===== config.mk =====
export PLATFORM = sky130hd
export DESIGN_NAME = intr_sequencer
export DESIGN_NICKNAME = d
export VERILOG_FILES = /design/src/rtl/intr_sequencer.sv
export SDC_FILE = /design/constraint.sdc
export NUM_CORES = 1
export LEC_CHECK = 0
export ABC_AREA = 1
export BUFFER_PORTS_ARGS = -buffer_cell sky130_fd_sc_hd__buf_2
export CORE_MARGIN = 4
export CORE_UTILIZATION = 25
export DETAILED_ROUTE_END_ITERATION = 8
export GPL_TIMING_DRIVEN = 1
export HOLD_SLACK_MARGIN = 0.15
export PLACE_DENSITY = 0.48
export SYNTH_ARGS = -nofsm -noshare
export SYNTH_HDL_FRONTEND = slang
export SYNTH_SLANG_ARGS = --single-unit

===== constraint.sdc =====
create_clock -name clk -period 2 [get_ports clk]
set_input_delay 0.2 -clock clk [delete_from_list [all_inputs] [get_ports clk]]
set_output_delay 0.2 -clock clk [all_outputs]
set_load 0.05 [all_outputs]

===== src/rtl/intr_sequencer.sv =====
// rtl/intr_sequencer.sv - interrupt accept/return sequencer for the 8-line interrupt manager
// Optional INTR_MASK_EN adds a per-line mask register (ports mask_we, mask_din).
module intr_sequencer #(
  parameter int               VEC_W      = 10,
  parameter logic [VEC_W-1:0] VEC_BASE   = VEC_W'(10'h3E0),
  parameter int               VEC_STRIDE = 4
) (
  input  logic             clk,
  input  logic             reset,
`ifdef INTR_MASK_EN
  input  logic             mask_we,
  input  logic [7:0]       mask_din,
`endif
  input  logic [7:0]       min_bit_s,
  input  logic [7:0]       min_bit_a,
  input  logic             int_enable,
  input  logic             cpu_ack,
  input  logic             cpu_reti,
  output logic             intr_req,
  output logic [VEC_W-1:0] vector,
  output logic [7:0]       call_intr,
  output logic [7:0]       s_return_intr,
  output logic [3:0]       depth,
  output logic             spur_reti
);

  typedef enum logic [2:0] {IDLE, REQ, CALL, SYNC, RET} state_t;

  state_t           state_q, state_d;
  logic [7:0]       sel_q, sel_d;
  logic [3:0]       depth_q, depth_d;
  logic             spur_q, spur_d;
  logic             intr_req_q, intr_req_d;
  logic [VEC_W-1:0] vector_q, vector_d;
  logic [7:0]       call_q, call_d;
  logic [7:0]       ret_q, ret_d;
  logic             mask_ok;
  logic             win;
  logic [2:0]       idx;

`ifdef INTR_MASK_EN
  logic [7:0]       mask_q;

  always_ff @(posedge clk or negedge reset) begin
    if (!reset) begin
      mask_q <= 8'hFF;
    end else if (mask_we) begin
      mask_q <= mask_din;
    end
  end

  assign mask_ok = (min_bit_s & mask_q) != 8'h00;
`else
  assign mask_ok = 1'b1;
`endif

  assign win = (min_bit_s != 8'h00) && mask_ok &&
               ((min_bit_a == 8'h00) || (min_bit_s < min_bit_a));

  always_comb begin
    state_d = state_q;
    sel_d   = sel_q;
    depth_d = depth_q;
    spur_d  = spur_q;
    unique case (state_q)
      IDLE: begin
        if (cpu_reti) begin
          state_d = RET;
        end else if (int_enable && win) begin
          state_d = REQ;
          sel_d   = min_bit_s;
        end
      end
      REQ: begin
        if (win) sel_d = min_bit_s;
        // reti withdraws the request even if the CPU acked in the same cycle
        if (cpu_reti) begin
          state_d = RET;
        end else if (!int_enable || !win) begin
          state_d = IDLE;
        end else if (cpu_ack) begin
          state_d = CALL;
        end
      end
      CALL: begin
        if (depth_q != 4'd8) depth_d = depth_q + 4'd1;
        state_d = SYNC;
      end
      SYNC: state_d = IDLE;
      RET: begin
        if (depth_q != 4'd0) depth_d = depth_q - 4'd1;
        else                 spur_d  = 1'b1;
        state_d = SYNC;
      end
      default: state_d = IDLE;
    endcase
  end

  always_comb begin
    idx = 3'd0;
    for (int i = 7; i >= 0; i--) begin
      if (sel_d[i]) idx = 3'(i);
    end
  end

  // Outputs are computed from the next state so they appear in the cycle the state is entered
  always_comb begin
    intr_req_d = (state_d == REQ);
    vector_d   = (state_d == REQ) ? VEC_BASE + VEC_W'(idx) * VEC_W'(VEC_STRIDE) : '0;
    call_d     = (state_d == CALL) ? sel_d : 8'h00;
    ret_d      = ((state_d == RET) && (depth_q != 4'd0)) ? min_bit_a : 8'h00;
  end

  always_ff @(posedge clk or negedge reset) begin
    if (!reset) begin
      state_q    <= IDLE;
      sel_q      <= 8'h00;
      depth_q    <= 4'd0;
      spur_q     <= 1'b0;
      intr_req_q <= 1'b0;
      vector_q   <= '0;
      call_q     <= 8'h00;
      ret_q      <= 8'h00;
    end else begin
      state_q    <= state_d;
      sel_q      <= sel_d;
      depth_q    <= depth_d;
      spur_q     <= spur_d;
      intr_req_q <= intr_req_d;
      vector_q   <= vector_d;
      call_q     <= call_d;
      ret_q      <= ret_d;
    end
  end

  assign intr_req      = intr_req_q;
  assign vector        = vector_q;
  assign call_intr     = call_q;
  assign s_return_intr = ret_q;
  assign depth         = depth_q;
  assign spur_reti     = spur_q;

endmodule


==> impl_summary.log, run 1 <==
INFO  metric critPathCaptureType = flip-flop
INFO  metric status = completed
INFO  metric mappedNetlistArea = 2100 sq um
INFO  metric worst-r2r-cell-count = 12
INFO  metric grt_pass1_wl = 8.68 mm
INFO  metric drive_above_1_share = 40.1%
INFO  metric firstDrtPassIters = 4
INFO  metric numCtsBuffers = 5
INFO  metric synth_async_sr_flop_share = 100%
INFO  metric worstSetupPathType = in -> reg
INFO  metric wl = 5.23 mm
INFO  metric synthesized_area_divided_by_synthesized_cell_count = 8.49 sq um
INFO  metric cts_root_buffer = clkbuf_8
INFO  metric cts.sink_count = 36
INFO  metric gpl.final_weighted_congestion = 0.806
INFO  metric groute.layer.met3.usage = 2.38%
INFO  metric yosys.area.top_type_share = 43.0%
INFO  metric setup.worst_path.start_class = input port
INFO  metric report.final.setup_viol = 0
INFO  metric insertion_delay = 290 ps
INFO  metric path_max_fanout = 6
INFO  metric post_cts_buffers = 0
INFO  metric cts-htree-levels = 2
INFO  metric num-nets-final = 369
INFO  metric rows = 33
INFO  metric synth_sequential_area_ratio = 43.0%
INFO  metric synthToLayoutAreaGrowth = 36.8%
INFO  metric gr-max-usage-layer = met2
INFO  metric detail-route-antenna-nets = 0
INFO  metric synth_enable_flop_cells = 0
INFO  metric gr-total-overflow = 0
INFO  metric drt_iter0_drc = 72
INFO  metric cts_tree = done
INFO  metric global_route.usage.total = 10.8%
INFO  metric fmax = 547 MHz
INFO  metric grt_antenna_before_repair = 0
INFO  metric core_area = 8180 sq um
INFO  metric post_dp_cell_area = 2690 sq um
INFO  metric start_util = 25.7%
INFO  metric yosys.cell_count.top_type = nand2_1
INFO  metric drc_markers = 0
INFO  metric rsz0062_at_grt = no
INFO  metric synthDistinctLibCells = 38
INFO  metric hold-path-cell-count = 3
INFO  metric chipHeight = 99.6 microns
INFO  metric yosys-top-cells-area = dfrtp_1 (43%), nand2_1 (8.1%), inv_1 (7.5%)
INFO  metric vias_per_cell = 4.16
INFO  metric worstPathArrival = 2000 ps
INFO  metric dieArea = 9920 sq um
INFO  metric synth_commonest_cells = nand2_1 (45), inv_1 (42), dfrtp_1 (36)
INFO  metric finalHoldViolCount = 0
INFO  metric cts.reportedPaths.clkPinSlew = 80 ps
INFO  metric finalCritPeriodShare = 91.4%
INFO  metric dieWidth = 99.6 microns
INFO  metric clock_tree.buffer_depth = 2
INFO  metric power.ir.vdd_worst = 0.809 mV
INFO  metric min_period = 1830 ps
INFO  metric synth_top_flop_cell = dfrtp_1
INFO  metric dp_hpwl = 4.14 mm
INFO  metric grt_util_met1 = 14.1%
INFO  metric ios = 53
INFO  metric grt_use_met2 = 18.1%
INFO  metric leakagePower = 1.57 nW
INFO  metric synthesized_flop_and_latch_total = 36
INFO  metric post_drt_wl_per_cell = 11.8 microns
INFO  metric number_of_global_route_vias_before_repair = 1830
INFO  metric route.vias.total = 1849
INFO  metric drv.max_cap_violation_count = 0
INFO  metric clock-skew-final = 9.24 ps
INFO  metric numPortBuffers = 50
INFO  metric postSynthCellCount = 247
INFO  metric yosysWarnings = 0
INFO  metric number_of_pins_with_negative_max_slew_slack_in_the_final_report = 0
INFO  metric grt_max_degree = 17
INFO  metric power_density_over_the_cells = 1250 nW/um^2
INFO  metric hold_class = in -> reg
INFO  metric final_util = 35.1%
INFO  metric design_area = 2870 sq um
INFO  metric antennaDiodeCount = 0
INFO  metric post-synth-top-area-cell = dfrtp_1
INFO  metric cp.required = 2180 ps
through the flow:
| stage | setup TNS (ps) | total power [W] | std cells | hold WS, ps | setup WS [ps] |
|---|---|---|---|---|---|
| after floorplan | 0 | 0.00242 | 248 | -95.6 | 108 |
| after global placement | -298 | 0.00304 | 432 | 74.1 | -104 |
| after detailed placement | -439 | 0.00306 | 432 | 74.9 | -130 |
| after CTS | 0 | 0.00360 | 443 | 155 | 54.1 |
| after global routing | 0 | 0.00389 | 444 | 180 | 12.9 |
| final | 0 | 0.00358 | 444 | 163 | 173 |
cells by family after synthesis:
logic type                 count (synthesis)  synth area share [%]
other                                      1                 0.179
and+or+nand+nor                          116                  29.2
buffers and inverters                     55                  11.9
DFF                                       36                  43.0
AOI/OAI and AO/OA                         25                  7.70
xor gates and xnor gates                   4                  1.67
adders and majority gates                 10                  6.32
path summary, 6_finish.rpt:
check                                   from                to  slack (ps)
worst min register to register     spur_reti         spur_reti         480
worst max register to register    state_q[2]         vector[2]         230
max in group asynchronous              reset          sel_q[2]        1230
min in group asynchronous              reset      call_intr[1]         290
worst max-delay path                cpu_reti         vector[3]         170
worst min-delay path            min_bit_a[4]  s_return_intr[4]         160
power breakdown:
part / internal, W / total (W) / switching [W]
Sequential: 0.000926 / 0.00105 / 0.000128
Combinational: 0.000710 / 0.00201 / 0.00130
Clock: 0.000249 / 0.000525 / 0.000276
area by class of cell:
type	count	area, sq um
fillers	890	5310
multi-input cells	158	1010
flip-flops and latches	36	901
repair buffers	91	569
inverters	46	175
well taps	105	131
clock buffers	7	76.3
clock inverters	1	8.76
worst max-delay path: stages:
cell and delay, ps:
dlygate4sd3_1 540, buf_2 140, nor2_2 270, nand3_4 170, o21ai_2 140, a21oi_1 70, nor3_4 230, inv_2 80
nor2_1 90, a21oi_1 70
what timing repair did:
| item | 4_1_cts | 5_1_grt |
|---|---|---|
| hold buffers | 3 | 0 |
| hold endpoints to repair | 38 | 0 |
| setup endpoints to repair | 0 | 4 |
| resized for setup | 0 | 10 |
metal layers:
layer  vias up  share of wire, %
met2        34                50
li1        953                 -
met3         6               4.1
met4         0               1.1
met1       856                45
met5         -                 0
layout by cell type, fill, tap and decap left out, types with 3 or more instances in the layout:
master and n:
a21oi_1 7, buf_2 50, buf_4 37, clkbuf_8 5, dfrtp_1 36, dlygate4sd3_1 3
ha_1 7, inv_1 41, inv_2 4, nand2_1 45, nand2_2 7, nand3_1 10
nand3_2 3, nand4_1 3, nor2_1 23, nor2_2 5, nor2_4 3, nor3_2 3
o211ai_1 5, o21ai_0 4, xor2_1 4
sequential cells by signal, summed over array words and instances (netlist names):
name and cells:
s_return_intr 8, state_q 3, call_intr 8, depth 4, vector 4, sel_q 8
spur_reti 1
No activity file was read; power rests on OpenSTA's default activity.
==> run 2: changes to the inputs <==
PLACE_DENSITY = 0.53   (was 0.48)
==> impl_summary.log, run 2 (synthesized netlist as in run 1, its figures left out) <==
INFO  metric placed_cells_incl_taps = 433
INFO  metric drive_above_1_share = 40.0%
INFO  metric power_density_over_the_cells = 1270 nW/um^2
INFO  metric drv.max_cap_violation_count = 0
INFO  metric hold_class = in -> reg
INFO  metric grt_pass1_wl = 8.96 mm
INFO  metric p_int = 0.00193 W
INFO  metric fmax = 552 MHz
INFO  metric final_cell_mix = buf_2 (50), nand2_1 (44), inv_1 (42)
INFO  metric chipHeight = 99.6 microns
INFO  metric finalCritPeriodShare = 90.6%
INFO  metric rsz0062_at_grt = no
INFO  metric gr-total-overflow = 0
INFO  metric tightestPinTransition = 616 ps
INFO  metric cts_tree = done
INFO  metric finalHoldViolCount = 0
INFO  metric start_util = 25.7%
INFO  metric insertion_delay = 290 ps
INFO  metric antennaDiodeCount = 0
INFO  metric min_period = 1810 ps
INFO  metric ios = 53
INFO  metric core_area = 8180 sq um
INFO  metric clock_tree.buffer_depth = 2
INFO  metric detail-route-antenna-nets = 0
INFO  metric clockPowerShare = 15.4%
INFO  metric num-nets-final = 370
INFO  metric crit_slowest_cell = ha_4
INFO  metric grt_antenna_before_repair = 0
INFO  metric cp.required = 2220 ps
INFO  metric numPortBuffers = 50
INFO  metric number_of_global_route_vias_before_repair = 1974
INFO  metric grt_max_degree = 27
INFO  metric critical_path.top_delay_family = simple AND/OR/NAND/NOR gates
INFO  metric cts.reportedPaths.clkPinSlew = 80 ps
INFO  metric final_non_filler_cells = 445
INFO  metric setup.worst_path.start_class = input port
INFO  metric global_route.usage.total = 11.3%
INFO  metric slew-limit-headroom = 58.9%
INFO  metric post_drt_wl_per_cell = 12.0 microns
INFO  metric setup-tns-final = 0 ps
INFO  metric hp-start = cpu_reti
INFO  metric wl = 5.34 mm
INFO  metric worstPathArrival = 2030 ps
INFO  metric rows = 33
INFO  metric route.vias.total = 1874
INFO  metric status = completed
INFO  metric cp_num_buf_inv = 3
INFO  metric power_frac_comb = 55.7%
INFO  metric worst_r2r_startpoint = state_q[1]
INFO  metric dieArea = 9920 sq um
INFO  metric synthToLayoutAreaGrowth = 37.4%
INFO  metric cts-htree-levels = 2
INFO  metric cts_root_buffer = clkbuf_8
INFO  metric drc_markers = 0
INFO  metric max_stage_delay = 210 ps
INFO  metric path_max_fanout = 6
INFO  metric firstDrtPassIters = 4
INFO  metric critPathCaptureType = flip-flop
INFO  metric crit_path_cells = buf_2 > inv_1 > ha_4 > a21oi_2 > nor2_1 > nor3_2 > nand2_2 > nand2_4 > nand3_2 > o211ai_2 > nand3_1 > inv_1 > nand2_2 > a21oi_1
INFO  metric clock-skew-final = 5.91 ps
INFO  metric vias_per_cell = 4.21
INFO  metric power.ir.vdd_worst = 0.825 mV
INFO  metric number_of_pins_with_negative_max_slew_slack_in_the_final_report = 0
INFO  metric report.final.setup_viol = 0
INFO  metric commonest_non_fill_non_tap_cell_in_the_layout = buf_2
INFO  metric dieWidth = 99.6 microns
INFO  metric gpl.final_weighted_congestion = 0.775
INFO  metric critical_path.startpoint = min_bit_a[5]
INFO  metric power_switching_share = 47.1%
INFO  metric worstSetupPathType = in -> reg
INFO  metric cts.sink_count = 36
INFO  metric leakagePower = 1.58 nW
INFO  metric switchingPower = 0.00172 W
INFO  metric dp_hpwl = 4.05 mm
INFO  metric sequentialPowerShare = 29.0%
INFO  metric drt_iter0_drc = 95
INFO  metric numCtsBuffers = 5
[run 2: changes by cell type in the layout (fill, tap and decap cells not counted)]
| cell | before | now |
|---|---|---|
| buf_4 | 37 | 38 |
| clkbuf_8 | 5 | 6 |
| o21ai_1 | 2 | 3 |
| inv_2 | 4 | 3 |
| clkbuf_1 | 2 | 1 |
| nand2_1 | 45 | 44 |
| o21ai_2 | 2 | 1 |
| nor2_2 | 5 | 4 |
| clkinvlp_4 | 0 | 1 |
| nand2_2 | 7 | 8 |
| inv_1 | 41 | 42 |
| nor2_1 | 23 | 24 |
| clkinv_4 | 1 | 0 |
[run 2: path summary, 6_finish.rpt]
path	endpoint	slack, ps	depth (start not counted)
max	vector[3]	190	14
min	state_q[2]	170	3
max reg2reg	depth[3]	220	7
min reg2reg	spur_reti	470	1
max in group asynchronous	call_intr[0]	1010	3
min in group asynchronous	call_intr[7]	450	2
[run 2: power groups by stage]
| stage | clock network, W | registers (W) | logic, W |
|---|---|---|---|
| after floorplan | 0 | 0.00138 | 0.00105 |
| after CTS | 0.000581 | 0.00105 | 0.00203 |
| final | 0.000560 | 0.00106 | 0.00203 |
| after detailed placement | 0 | 0.00107 | 0.00201 |
| after global routing | 0.000617 | 0.00108 | 0.00227 |
| after global placement | 0 | 0.00107 | 0.00199 |
[run 2: worst reg2reg max path, cell delays in order, from the launching register on]
cell,delay [ps]
dfrtp_1,410
nor3_2,280
ha_1,320
a21oi_1,150
o21ai_0,100
xor2_1,150
nor2_1,140
xor2_1,150
[run 2: metrics by stage]
step                      util (%)  hold WS, ps  total power, W  cell area, sq um  worst slack [ps]
final                         35.2          165         0.00365              2880               189
after floorplan                  -        -95.6         0.00242              2100               108
after CTS                     34.5          153         0.00366              2820              87.3
after global placement        33.0          252         0.00305              2700             -88.6
after detailed placement      33.0          260         0.00308              2700              -123
after global routing          35.2          165         0.00397              2880              13.1
[run 2: metal layers]
metal	global-route usage [%]	routed length, microns	share of wire [%]	vias up
li1	-	-	-	956
met1	13.7	2290	43	869
met2	19.3	2700	51	40
met3	2.88	253	4.7	9
met4	4.31	96	1.8	0
met5	0	0	0	-
[run 2: area by class of cell]
| class | count | area (sq um) |
|---|---|---|
| Inverter | 46 | 175 |
| Tap cell | 105 | 131 |
| Multi-Input combinational cell | 158 | 1000 |
| Timing Repair Buffer | 92 | 577 |
| Sequential cell | 36 | 901 |
| Fill cell | 871 | 5290 |
| Clock inverter | 1 | 7.51 |
| Clock buffer | 7 | 86.3 |
[run 2: what timing repair did]
item	CTS	global route
endpoints found under the hold margin	26	0
endpoints found under the setup margin	0	3
resized for setup	0	8
setup buffers	0	0
hold buffers	3	0
==> run 3: changes to the inputs <==
GPL_TIMING_DRIVEN = 0   (was 1)
==> impl_summary.log, run 3 (synthesized netlist as in run 1, its figures left out) <==
INFO  metric cts-htree-levels = 2
INFO  metric chipHeight = 99.6 microns
INFO  metric gr-total-overflow = 0
INFO  metric worstSetupPathType = in -> reg
INFO  metric commonest_non_fill_non_tap_cell_in_the_layout = buf_2
INFO  metric detail-route-antenna-nets = 0
INFO  metric clock-skew-final = 3.22 ps
INFO  metric slew-limit-headroom = 46.1%
INFO  metric finalPower = 0.00346 W
INFO  metric synthToLayoutAreaGrowth = 30.3%
INFO  metric number_of_pins_with_negative_max_slew_slack_in_the_final_report = 0
INFO  metric leakagePower = 1.48 nW
INFO  metric grt_max_degree = 37
INFO  metric finalHoldViolCount = 0
INFO  metric cts.sink_count = 36
INFO  metric start_util = 25.7%
INFO  metric route.vias.total = 1784
INFO  metric finalCritPeriodShare = 93.9%
INFO  metric rsz0062_at_grt = yes
INFO  metric wl = 5.06 mm
INFO  metric hold-path-cell-count = 3
INFO  metric report.final.setup_viol = 0
INFO  metric number_of_global_route_vias_before_repair = 1825
INFO  metric power_density_over_the_cells = 1270 nW/um^2
INFO  metric cts.reportedPaths.clkPinSlew = 70 ps
INFO  metric drv.max_cap_violation_count = 0
INFO  metric numCtsBuffers = 5
INFO  metric global_route.usage.total = 10.6%
INFO  metric drc_markers = 0
INFO  metric status = completed
INFO  metric ios = 53
INFO  metric critPathCaptureType = flip-flop
INFO  metric gpl.final_weighted_congestion = 0.776
INFO  metric power.ir.vdd_worst = 0.791 mV
INFO  metric cts_root_buffer = clkbuf_8
INFO  metric antennaDiodeCount = 0
INFO  metric min_period = 1880 ps
INFO  metric grt_pass1_wl = 8.44 mm
INFO  metric cts_tree = done
INFO  metric drt_iter0_drc = 75
INFO  metric vias_per_cell = 4.26
INFO  metric numPortBuffers = 50
INFO  metric setup.worst_path.start_class = input port
INFO  metric insertion_delay = 290 ps
INFO  metric worst-r2r-cell-count = 12
INFO  metric post_drt_wl_per_cell = 12.1 microns
INFO  metric dieArea = 9920 sq um
INFO  metric design_area = 2730 sq um
INFO  metric post_dp_cell_area = 2480 sq um
INFO  metric dieWidth = 99.6 microns
INFO  metric worstPathArrival = 2060 ps
INFO  metric clock_tree.buffer_depth = 2
INFO  metric tightestPinTransition = 809 ps
INFO  metric core_area = 8180 sq um
INFO  metric final_cell_mix = buf_2 (49), nand2_1 (45), inv_1 (41)
INFO  metric firstDrtPassIters = 4
INFO  metric num-nets-final = 344
INFO  metric dp_hpwl = 3.88 mm
INFO  metric fmax = 532 MHz
INFO  metric cp.required = 2180 ps
INFO  metric drive_above_1_share = 36.9%
INFO  metric hold_class = in -> reg
INFO  metric path_max_fanout = 6
INFO  metric rows = 33
INFO  metric grt_antenna_before_repair = 0
run 3: cell count changes in the layout (fill, tap and decap cells not counted), moves of 2 or more:
cell	change
o21ai_2	+2
buf_4	-27
clkinv_2	+2
nor2_4	+2
run 3: path summary, 6_finish.rpt:
| kind | startpoint | endpoint | slack, ps |
|---|---|---|---|
| max | min_bit_s[5] | vector[2] | 120 |
| min | min_bit_a[3] | s_return_intr[3] | 160 |
| max reg2reg | state_q[1] | vector[2] | 160 |
| min reg2reg | spur_reti | spur_reti | 480 |
| max in group asynchronous | reset | vector[8] | 950 |
| min in group asynchronous | reset | call_intr[7] | 540 |
run 3: worst max-delay path: stages:
cell and delay (ps):
clkbuf_4 150, ha_4 250, a21oi_2 120, nor2_1 50
nor3_2 170, nand2_2 80, nand2_4 110, nand3_4 110
buf_8 160, o21ai_2 100, nor2_1 50, nor2_2 150
nand2_1 80, nand2_1 60, nand2_1 50, nand2_1 90
a21oi_2 50
run 3: what timing repair did:
item | 4_1_cts | 5_1_grt
hold buffers | 3 | 0
setup buffers | 0 | 4
pin swaps | 0 | 9
endpoints found under the hold margin | 38 | 0
gates cloned | 0 | 1
resized for setup | 0 | 17
endpoints found under the setup margin | 2 | 6
run 3: per-layer routing:
metal | vias up | share of wire, % | global-route usage [%] | routed length [microns]
met5 | - | 0 | 0 | 0
met4 | 0 | 0.95 | 3.36 | 48
met3 | 5 | 5.0 | 3.30 | 254
met2 | 33 | 52 | 18.2 | 2640
met1 | 845 | 42 | 12.6 | 2120
li1 | 901 | - | - | -
run 3: where the power goes:
part / internal (W) / switching [W] / total, W
Combinational: 0.000595 / 0.00127 / 0.00186
Sequential: 0.000925 / 0.000156 / 0.00108
Clock: 0.000243 / 0.000276 / 0.000519
run 3: per-stage QoR:
stage	hold slack (ps)	setup TNS (ps)	setup WS (ps)	instances	utilization, %
finish	162	0	122	419	33.4
global route	154	-54.6	-52.9	419	33.4
CTS	153	-18.1	-16.1	414	31.8
detailed placement	347	-879	-262	403	30.4
global placement	341	-812	-254	403	30.4
floorplan	-95.6	0	108	248	-
run 3: final cells by class:
| cell class | instances | area [sq um] |
|---|---|---|
| well taps | 105 | 131 |
| plain buffers | 9 | 78.8 |
| repair buffers | 58 | 338 |
| multi-input cells | 157 | 1020 |
| fillers | 901 | 5440 |
| flip-flops and latches | 36 | 901 |
| clock buffers | 5 | 68.8 |
| inverters | 46 | 175 |
| clock inverters | 3 | 18.8 |
